===== src/rtl/rv32_alu_issue_if.sv =====
// Handshake bundle between the RV32I issue stage, its instruction source,
// the ALU and the writeback path.
interface rv32_alu_issue_if #(
  parameter int unsigned XLEN = 32
);
  logic            instr_valid;
  logic [31:0]     instr;
  logic            instr_ready;
  logic            alu_valid;
  logic            alu_ready;
  logic [XLEN-1:0] alu_op1;
  logic [XLEN-1:0] alu_op2;
  logic [2:0]      alu_op_code;
  logic [4:0]      alu_rd;
  logic            wb_valid;
  logic [4:0]      wb_rd;
  logic [XLEN-1:0] wb_data;
  logic            illegal;

  // Driver side: instruction source, ALU consumer and writeback producer.
  modport master (
    output instr_valid, instr, alu_ready, wb_valid, wb_rd, wb_data,
    input  instr_ready, alu_valid, alu_op1, alu_op2, alu_op_code, alu_rd, illegal
  );

  // Issue stage side.
  modport slave (
    input  instr_valid, instr, alu_ready, wb_valid, wb_rd, wb_data,
    output instr_ready, alu_valid, alu_op1, alu_op2, alu_op_code, alu_rd, illegal
  );
endinterface


===== src/rtl/rv32_alu_issue.sv =====
// RV32I OP/OP-IMM issue stage: decode, register file read, scoreboard and
// registered ALU handoff. Define WB_BYPASS_EN to forward writeback data.
module rv32_alu_issue #(
  parameter int unsigned XLEN = 32,
  parameter int unsigned NREG = 32
) (
  input  logic            clk,
  input  logic            rst_n,
  rv32_alu_issue_if.slave io_bus
);

  localparam int unsigned RW    = 5;
  localparam int unsigned IMM_W = 12;
  localparam logic [6:0]  OPC_R  = 7'b0110011;
  localparam logic [6:0]  OPC_I  = 7'b0010011;
  localparam logic [6:0]  F7_ALT = 7'b0100000;

  localparam logic [2:0] ALU_AND = 3'b000;
  localparam logic [2:0] ALU_OR  = 3'b001;
  localparam logic [2:0] ALU_XOR = 3'b010;
  localparam logic [2:0] ALU_SLT = 3'b011;
  localparam logic [2:0] ALU_ADD = 3'b100;
  localparam logic [2:0] ALU_SUB = 3'b101;
  localparam logic [2:0] ALU_SLL = 3'b110;
  localparam logic [2:0] ALU_SRL = 3'b111;

  // Instruction fields
  logic [6:0]    w_opcode;
  logic [RW-1:0] w_rd;
  logic [RW-1:0] w_rs1;
  logic [RW-1:0] w_rs2;
  logic [2:0]    w_f3;
  logic [6:0]    w_f7;

  assign w_opcode = io_bus.instr[6:0];
  assign w_rd     = io_bus.instr[11:7];
  assign w_f3     = io_bus.instr[14:12];
  assign w_rs1    = io_bus.instr[19:15];
  assign w_rs2    = io_bus.instr[24:20];
  assign w_f7     = io_bus.instr[31:25];

  // State
  logic            r_alu_valid;
  logic [XLEN-1:0] r_alu_op1;
  logic [XLEN-1:0] r_alu_op2;
  logic [2:0]      r_alu_op_code;
  logic [RW-1:0]   r_alu_rd;
  logic            r_illegal;
  logic [NREG-1:0] r_pending;
  logic [XLEN-1:0] r_regs [NREG];

  // Decode
  logic       w_is_r;
  logic       w_is_i;
  logic       w_is_shift;
  logic       w_legal;
  logic [2:0] w_op_code;

  always_comb begin
    w_is_r     = (w_opcode == OPC_R);
    w_is_i     = (w_opcode == OPC_I);
    w_is_shift = (w_f3 == 3'b001) || (w_f3 == 3'b101);
    w_op_code  = ALU_ADD;
    // f7 is only a selector for R-type; for OP-IMM it is imm[11:5] except on shifts
    w_legal    = w_is_i || (w_f7 == 7'b0);
    case (w_f3)
      3'b000: begin
        if (w_is_r && (w_f7 == F7_ALT)) begin
          w_op_code = ALU_SUB;
          w_legal   = 1'b1;
        end else begin
          w_op_code = ALU_ADD;
        end
      end
      3'b001: begin
        w_op_code = ALU_SLL;
        w_legal   = (w_f7 == 7'b0);
      end
      3'b010: w_op_code = ALU_SLT;
      3'b011: w_legal = 1'b0;
      3'b100: w_op_code = ALU_XOR;
      3'b101: begin
        w_op_code = ALU_SRL;
        w_legal   = (w_f7 == 7'b0);
      end
      3'b110: w_op_code = ALU_OR;
      default: w_op_code = ALU_AND;
    endcase
    if (!(w_is_r || w_is_i)) begin
      w_legal = 1'b0;
    end
  end

  // Scoreboard set/clear vectors and hazard view
  logic            w_wb_hit;
  logic [NREG-1:0] w_wb_clr;
  logic [NREG-1:0] w_iss_set;
  logic [NREG-1:0] w_pend_eff;
  logic            w_hazard;
  logic            w_instr_ready;
  logic            w_fire;
  logic            w_issue;

  assign w_wb_hit = io_bus.wb_valid && (io_bus.wb_rd != '0);
  assign w_wb_clr = w_wb_hit ? (NREG'(1) << io_bus.wb_rd) : '0;

`ifdef WB_BYPASS_EN
  assign w_pend_eff = r_pending & ~w_wb_clr;
`else
  assign w_pend_eff = r_pending;
`endif

  // Illegal words touch no register, so they never wait on the scoreboard
  assign w_hazard      = w_legal && (w_pend_eff[w_rs1] ||
                                     (w_is_r && w_pend_eff[w_rs2]) ||
                                     w_pend_eff[w_rd]);
  assign w_instr_ready = (!r_alu_valid || io_bus.alu_ready) && !w_hazard;
  assign w_fire        = io_bus.instr_valid && w_instr_ready;
  assign w_issue       = w_fire && w_legal;
  assign w_iss_set     = (w_issue && (w_rd != '0)) ? (NREG'(1) << w_rd) : '0;

  // Operand read; x0 always reads zero
  logic [XLEN-1:0] w_rs1_val;
  logic [XLEN-1:0] w_rs2_val;
  logic [XLEN-1:0] w_imm;
  logic [XLEN-1:0] w_op2;

  always_comb begin
    w_rs1_val = (w_rs1 == '0) ? '0 : r_regs[w_rs1];
    w_rs2_val = (w_rs2 == '0) ? '0 : r_regs[w_rs2];
`ifdef WB_BYPASS_EN
    if (w_wb_hit && (io_bus.wb_rd == w_rs1)) begin
      w_rs1_val = io_bus.wb_data;
    end
    if (w_wb_hit && (io_bus.wb_rd == w_rs2)) begin
      w_rs2_val = io_bus.wb_data;
    end
`endif
  end

  assign w_imm = w_is_shift ? XLEN'(io_bus.instr[24:20])
                            : {{(XLEN-IMM_W){io_bus.instr[31]}}, io_bus.instr[31:20]};
  assign w_op2 = w_is_r ? w_rs2_val : w_imm;

  // ALU handoff register; fields only move on a legal accept
  always_ff @(posedge clk or negedge rst_n) begin
    if (!rst_n) begin
      r_alu_valid   <= 1'b0;
      r_alu_op1     <= '0;
      r_alu_op2     <= '0;
      r_alu_op_code <= ALU_AND;
      r_alu_rd      <= '0;
      r_illegal     <= 1'b0;
    end else begin
      r_illegal <= w_fire && !w_legal;
      if (w_issue) begin
        r_alu_valid   <= 1'b1;
        r_alu_op1     <= w_rs1_val;
        r_alu_op2     <= w_op2;
        r_alu_op_code <= w_op_code;
        r_alu_rd      <= w_rd;
      end else if (io_bus.alu_ready) begin
        r_alu_valid <= 1'b0;
      end
    end
  end

  // Scoreboard: a same-cycle set overrides the writeback clear
  always_ff @(posedge clk or negedge rst_n) begin
    if (!rst_n) begin
      r_pending <= '0;
    end else begin
      r_pending <= (r_pending & ~w_wb_clr) | w_iss_set;
    end
  end

  // Register file
  always_ff @(posedge clk or negedge rst_n) begin
    if (!rst_n) begin
      for (int unsigned i = 0; i < NREG; i++) begin
        r_regs[i] <= '0;
      end
    end else if (w_wb_hit) begin
      r_regs[io_bus.wb_rd] <= io_bus.wb_data;
    end
  end

  assign io_bus.instr_ready = w_instr_ready;
  assign io_bus.alu_valid   = r_alu_valid;
  assign io_bus.alu_op1     = r_alu_op1;
  assign io_bus.alu_op2     = r_alu_op2;
  assign io_bus.alu_op_code = r_alu_op_code;
  assign io_bus.alu_rd      = r_alu_rd;
  assign io_bus.illegal     = r_illegal;

endmodule


===== src/flat_wrapper.sv =====
// flat-port wrapper written by rule: the top's interface ports become plain ports
module rv32_alu_issue_flat 
#(
  parameter int unsigned XLEN = 32,
  parameter int unsigned NREG = 32
)
  (clk, rst_n, io_bus_instr_valid, io_bus_instr, io_bus_alu_ready, io_bus_wb_valid, io_bus_wb_rd, io_bus_wb_data, io_bus_instr_ready, io_bus_alu_valid, io_bus_alu_op1, io_bus_alu_op2, io_bus_alu_op_code, io_bus_alu_rd, io_bus_illegal);
  rv32_alu_issue_if #(.XLEN(XLEN)) io_bus_i ();
  input  logic clk;
  input  logic rst_n;
  input wire logic [$bits(io_bus_i.instr_valid)-1:0] io_bus_instr_valid;
  input wire logic [$bits(io_bus_i.instr)-1:0] io_bus_instr;
  input wire logic [$bits(io_bus_i.alu_ready)-1:0] io_bus_alu_ready;
  input wire logic [$bits(io_bus_i.wb_valid)-1:0] io_bus_wb_valid;
  input wire logic [$bits(io_bus_i.wb_rd)-1:0] io_bus_wb_rd;
  input wire logic [$bits(io_bus_i.wb_data)-1:0] io_bus_wb_data;
  output wire logic [$bits(io_bus_i.instr_ready)-1:0] io_bus_instr_ready;
  output wire logic [$bits(io_bus_i.alu_valid)-1:0] io_bus_alu_valid;
  output wire logic [$bits(io_bus_i.alu_op1)-1:0] io_bus_alu_op1;
  output wire logic [$bits(io_bus_i.alu_op2)-1:0] io_bus_alu_op2;
  output wire logic [$bits(io_bus_i.alu_op_code)-1:0] io_bus_alu_op_code;
  output wire logic [$bits(io_bus_i.alu_rd)-1:0] io_bus_alu_rd;
  output wire logic [$bits(io_bus_i.illegal)-1:0] io_bus_illegal;
  assign io_bus_i.instr_valid = io_bus_instr_valid;
  assign io_bus_i.instr = io_bus_instr;
  assign io_bus_i.alu_ready = io_bus_alu_ready;
  assign io_bus_i.wb_valid = io_bus_wb_valid;
  assign io_bus_i.wb_rd = io_bus_wb_rd;
  assign io_bus_i.wb_data = io_bus_wb_data;
  assign io_bus_instr_ready = io_bus_i.instr_ready;
  assign io_bus_alu_valid = io_bus_i.alu_valid;
  assign io_bus_alu_op1 = io_bus_i.alu_op1;
  assign io_bus_alu_op2 = io_bus_i.alu_op2;
  assign io_bus_alu_op_code = io_bus_i.alu_op_code;
  assign io_bus_alu_rd = io_bus_i.alu_rd;
  assign io_bus_illegal = io_bus_i.illegal;
  rv32_alu_issue #(.XLEN(XLEN), .NREG(NREG)) u_core (.clk(clk), .rst_n(rst_n), .io_bus(io_bus_i));
endmodule

===== config.mk =====
export PLATFORM = sky130hd
export DESIGN_NAME = rv32_alu_issue_flat
export DESIGN_NICKNAME = d
export VERILOG_FILES = /design/src/rtl/rv32_alu_issue_if.sv /design/src/rtl/rv32_alu_issue.sv /design/src/flat_wrapper.sv
export SDC_FILE = /design/constraint.sdc
export NUM_CORES = 2
export LEC_CHECK = 0
export ABC_AREA = 0
export CAP_MARGIN = 20
export CORE_AREA = 2 2 298 520
export CTS_CLUSTER_DIAMETER = 40
export CTS_CLUSTER_SIZE = 12
export DETAILED_ROUTE_END_ITERATION = 8
export DIE_AREA = 0 0 300 522
export PLACE_DENSITY = 0.62
export SLEW_MARGIN = 20
export SYNTH_ARGS = -nofsm -noshare
export SYNTH_HDL_FRONTEND = slang
export SYNTH_SLANG_ARGS = --single-unit

===== constraint.sdc =====
create_clock -name clk -period 2.8 [get_ports clk]
set_input_delay 0.28 -clock clk [delete_from_list [all_inputs] [get_ports clk]]
set_output_delay 0.28 -clock clk [all_outputs]
set_load 0.1 [all_outputs]

==> impl_metrics.ini <==
[synthesis]
ys_types = 45
synth_commonest_cells = 1130 x dfrtp_1, 1022 x mux2_2, 548 x mux4_2
ys_seq_area_share_pct = 47.9
synthTopCellsByArea = dfrtp_1 48%, mux4_2 21%, mux2_2 19%
netlist_area_um2 = 59000
ys.flop_type = dfrtp_1
synthCells = 3848
yosysTopAreaCell = dfrtp_1
synth_top_area_share_pct = 47.9
syn_nets = 3922
ys_warn_count = 0
yosysMostFrequentCell = dfrtp_1
ys_ff_latch = 1130
syn_area_per_cell_um2 = 15.3
synth_edf_count = 0
async_flop_share_pct = 100

[placed_design]
post-place-ws_ps = -876
io_buffers = 148
dp_hpwl_mm = 122
gp_congestion = 0.852

[timing]
final-setup-viol-count = 16
holdWs_ps = 83.9
period_share_pct = 120
worst_pin_slew_ps = 1100
slew_violations = 0
rsz0062_at_grt = true
tns_ps = -1080
fmax_ghz = 0.298
layout_setup_ws_ps = -555
relSlewSlack_pct = 26.6
hold_viol = 0
fin_crit_ps = 3360
finClkSkew_ps = 48.5

[critical_path]
endpoint_kind = primary output
startpoint_type = register
critPathRequiredTime_ps = 2520
ff2ff_path_depth = 9
arrival_ps = 3080
critPathKind = register to primary output
rr_startpoint = u_core.r_pending[14]$_DFF_PN0_
cp_max_fo = 2
rrSetupSlack_ps = -50
regToRegEndpoint = u_core.io_bus.alu_op1[23]$_DFFE_PN0P_

[drt]
viasPerCell = 6.16
drc = 0
post_drt_wl_per_cell_um = 31.2
vias = 37700
ant_nets = 0
drt-total-wl_mm = 191
drt_first_pass_iters = 7
drt_iter0_drc = 2650

[grt]
grt_pass1_wl_mm = 280
grt_pass1_vias = 40000
gr-total-overflow = 0
grt_use_total_pct = 24.5
antenna_found_initial = 8
grt_max_degree = 99

[cells_and_area]
multi_input_area_um2 = 29200
layout-drive-gt1-share_pct = 54.2
regArea_um2 = 28300
fill_cells = 13500
syn_to_final_growth_pct = 17.3
nets = 4105

[clock_tree]
cts_tree = yes
h-tree-depth = 3
insertion_delay_ps = 770
cts.sinks = 1130
cts-root-buf = clkbuf_16
clk_pin_slew_ps = 60
numCtsBuffers = 119
cts_max_path_buffers = 3

[power_and_ir_drop]
power.leakage_nw = 30.1
ir_drop_mv = 0.486
p_per_area_nw_per_um2 = 672

[outcome]
outcome = finished with violations
violations = setup timing

[die]
fp-row-count = 190
pin_count = 149
die_h_um = 522
die_width_um = 300
initial_core_util_pct = 38.7
coreArea_um2 = 153000
dieArea_um2 = 157000

[hold_path]
hold_path.class = input port to async pin

[flow_run]
drv_cap = 0
==> placed cells by master (no fill, tap or decap), drive strengths merged, types with 3 or more instances in the layout <==
cell	count
a22oi	5
clkdlybuf4s50	62
dfrtp	1130
bufinv	9
o21ai	56
mux2i	176
o22ai	76
nor2b	8
o2111ai	5
nand4	5
o221ai	66
nor3b	4
or3	17
clkinv	12
nand2	109
buf	430
nor4	3
inv	20
a22o	22
nand2b	13
clkbuf	151
nor2	28
mux2	1069
diode	5
nor3	11
clkinvlp	7
mux4	548
a21oi	31
==> state kept, by name, indices dropped and copies added (netlist names) <==
signal	count
u_core.io_bus.alu_op1	32
u_core.io_bus.alu_op_code	3
u_core.io_bus.alu_rd	5
u_core.r_pending	32
u_core.io_bus.alu_valid	1
u_core.io_bus.alu_op2	32
u_core.io_bus.illegal	1
u_core.r_regs	1024
==> worst max-delay path by stage <==
stage,start,slack [ps],endpoint
final,u_core.r_pending[14]$_DFF_PN0_,-560,io_bus_instr_ready
after global routing,u_core.r_pending[14]$_DFF_PN0_,-640,io_bus_instr_ready
after CTS,u_core.r_pending[14]$_DFF_PN0_,-630,io_bus_instr_ready
after detailed placement,io_bus_instr[8],-880,u_core.io_bus.alu_op2[19]$_DFFE_PN0P_
after global placement,io_bus_instr[8],-840,u_core.io_bus.alu_op2[18]$_DFFE_PN0P_
after floorplan,io_bus_instr[21],-30,io_bus_instr_ready
==> through the flow <==
stage / area [um^2] / util [%] / power, mW / cells
final: 69300 / 45.4 / 46.6 / 6117
after global routing: 69300 / 45.4 / 48.4 / 6115
after CTS: 69200 / 45.3 / 46.9 / 6111
after detailed placement: 65300 / 42.8 / 30.8 / 5922
after global placement: 65300 / 42.8 / 30.4 / 5922
after floorplan: 59100 / - / 27.7 / 3848
==> worst max-delay path, stage by stage (launching register included) <==
cell      delay, ps
dfrtp_1         390
mux4_2          470
mux2_4          280
a22o_1          210
a22o_1          230
or3_4           420
a21boi_4        170
buf_12          190
==> area by class of cell <==
type,count,area share (%)
inverters,12,0.0723
repair buffers,495,7.73
well taps,2016,3.64
clock inverters,36,0.784
flip-flops and latches,1130,40.8
diodes,5,0.0181
multi-input cells,2273,42.2
clock buffers,150,4.73
==> kinds of logic (layout without fill, tap and decap cells) <==
| logic type | after synthesis | in the layout | synth area share [%] |
|---|---|---|---|
| compound gates | 269 | 269 | 3.10 |
| xor+xnor | 1 | 1 | 0.0148 |
| fa+ha+maj | 1 | 1 | 0.0170 |
| buf+inv | 445 | 693 | 3.05 |
| flops | 1130 | 1130 | 47.9 |
| mux | 1793 | 1793 | 44.3 |
| other cells | 0 | 5 | 0 |
| simple gates | 209 | 209 | 1.64 |
==> metal layers <==
metal / GRT usage, % / up-vias / wire length, um
met5: 0 / - / 49
met1: 29.2 / 20700 / 72600
met2: 43.1 / 1267 / 98800
li1: - / 15300 / -
met3: 3.82 / 440 / 9770
met4: 11.3 / 8 / 9700
==> power breakdown <==
group          internal (mW)  leakage [nW]  switching, mW
clock network           9.04          1.85           6.95
logic                   5.68          13.7           3.62
registers               19.2          14.6           2.09
total                   33.9          30.1           12.7
==> what timing repair did <==
item	CTS	global route
endpoints found under the setup margin	104	100
endpoints found under the hold margin	278	0
hold buffers	1	0
cloned	1	0
resized for setup	4	16
setup buffers	1	0
pin swaps	1	0
Power figures use the tool's default switching activity.
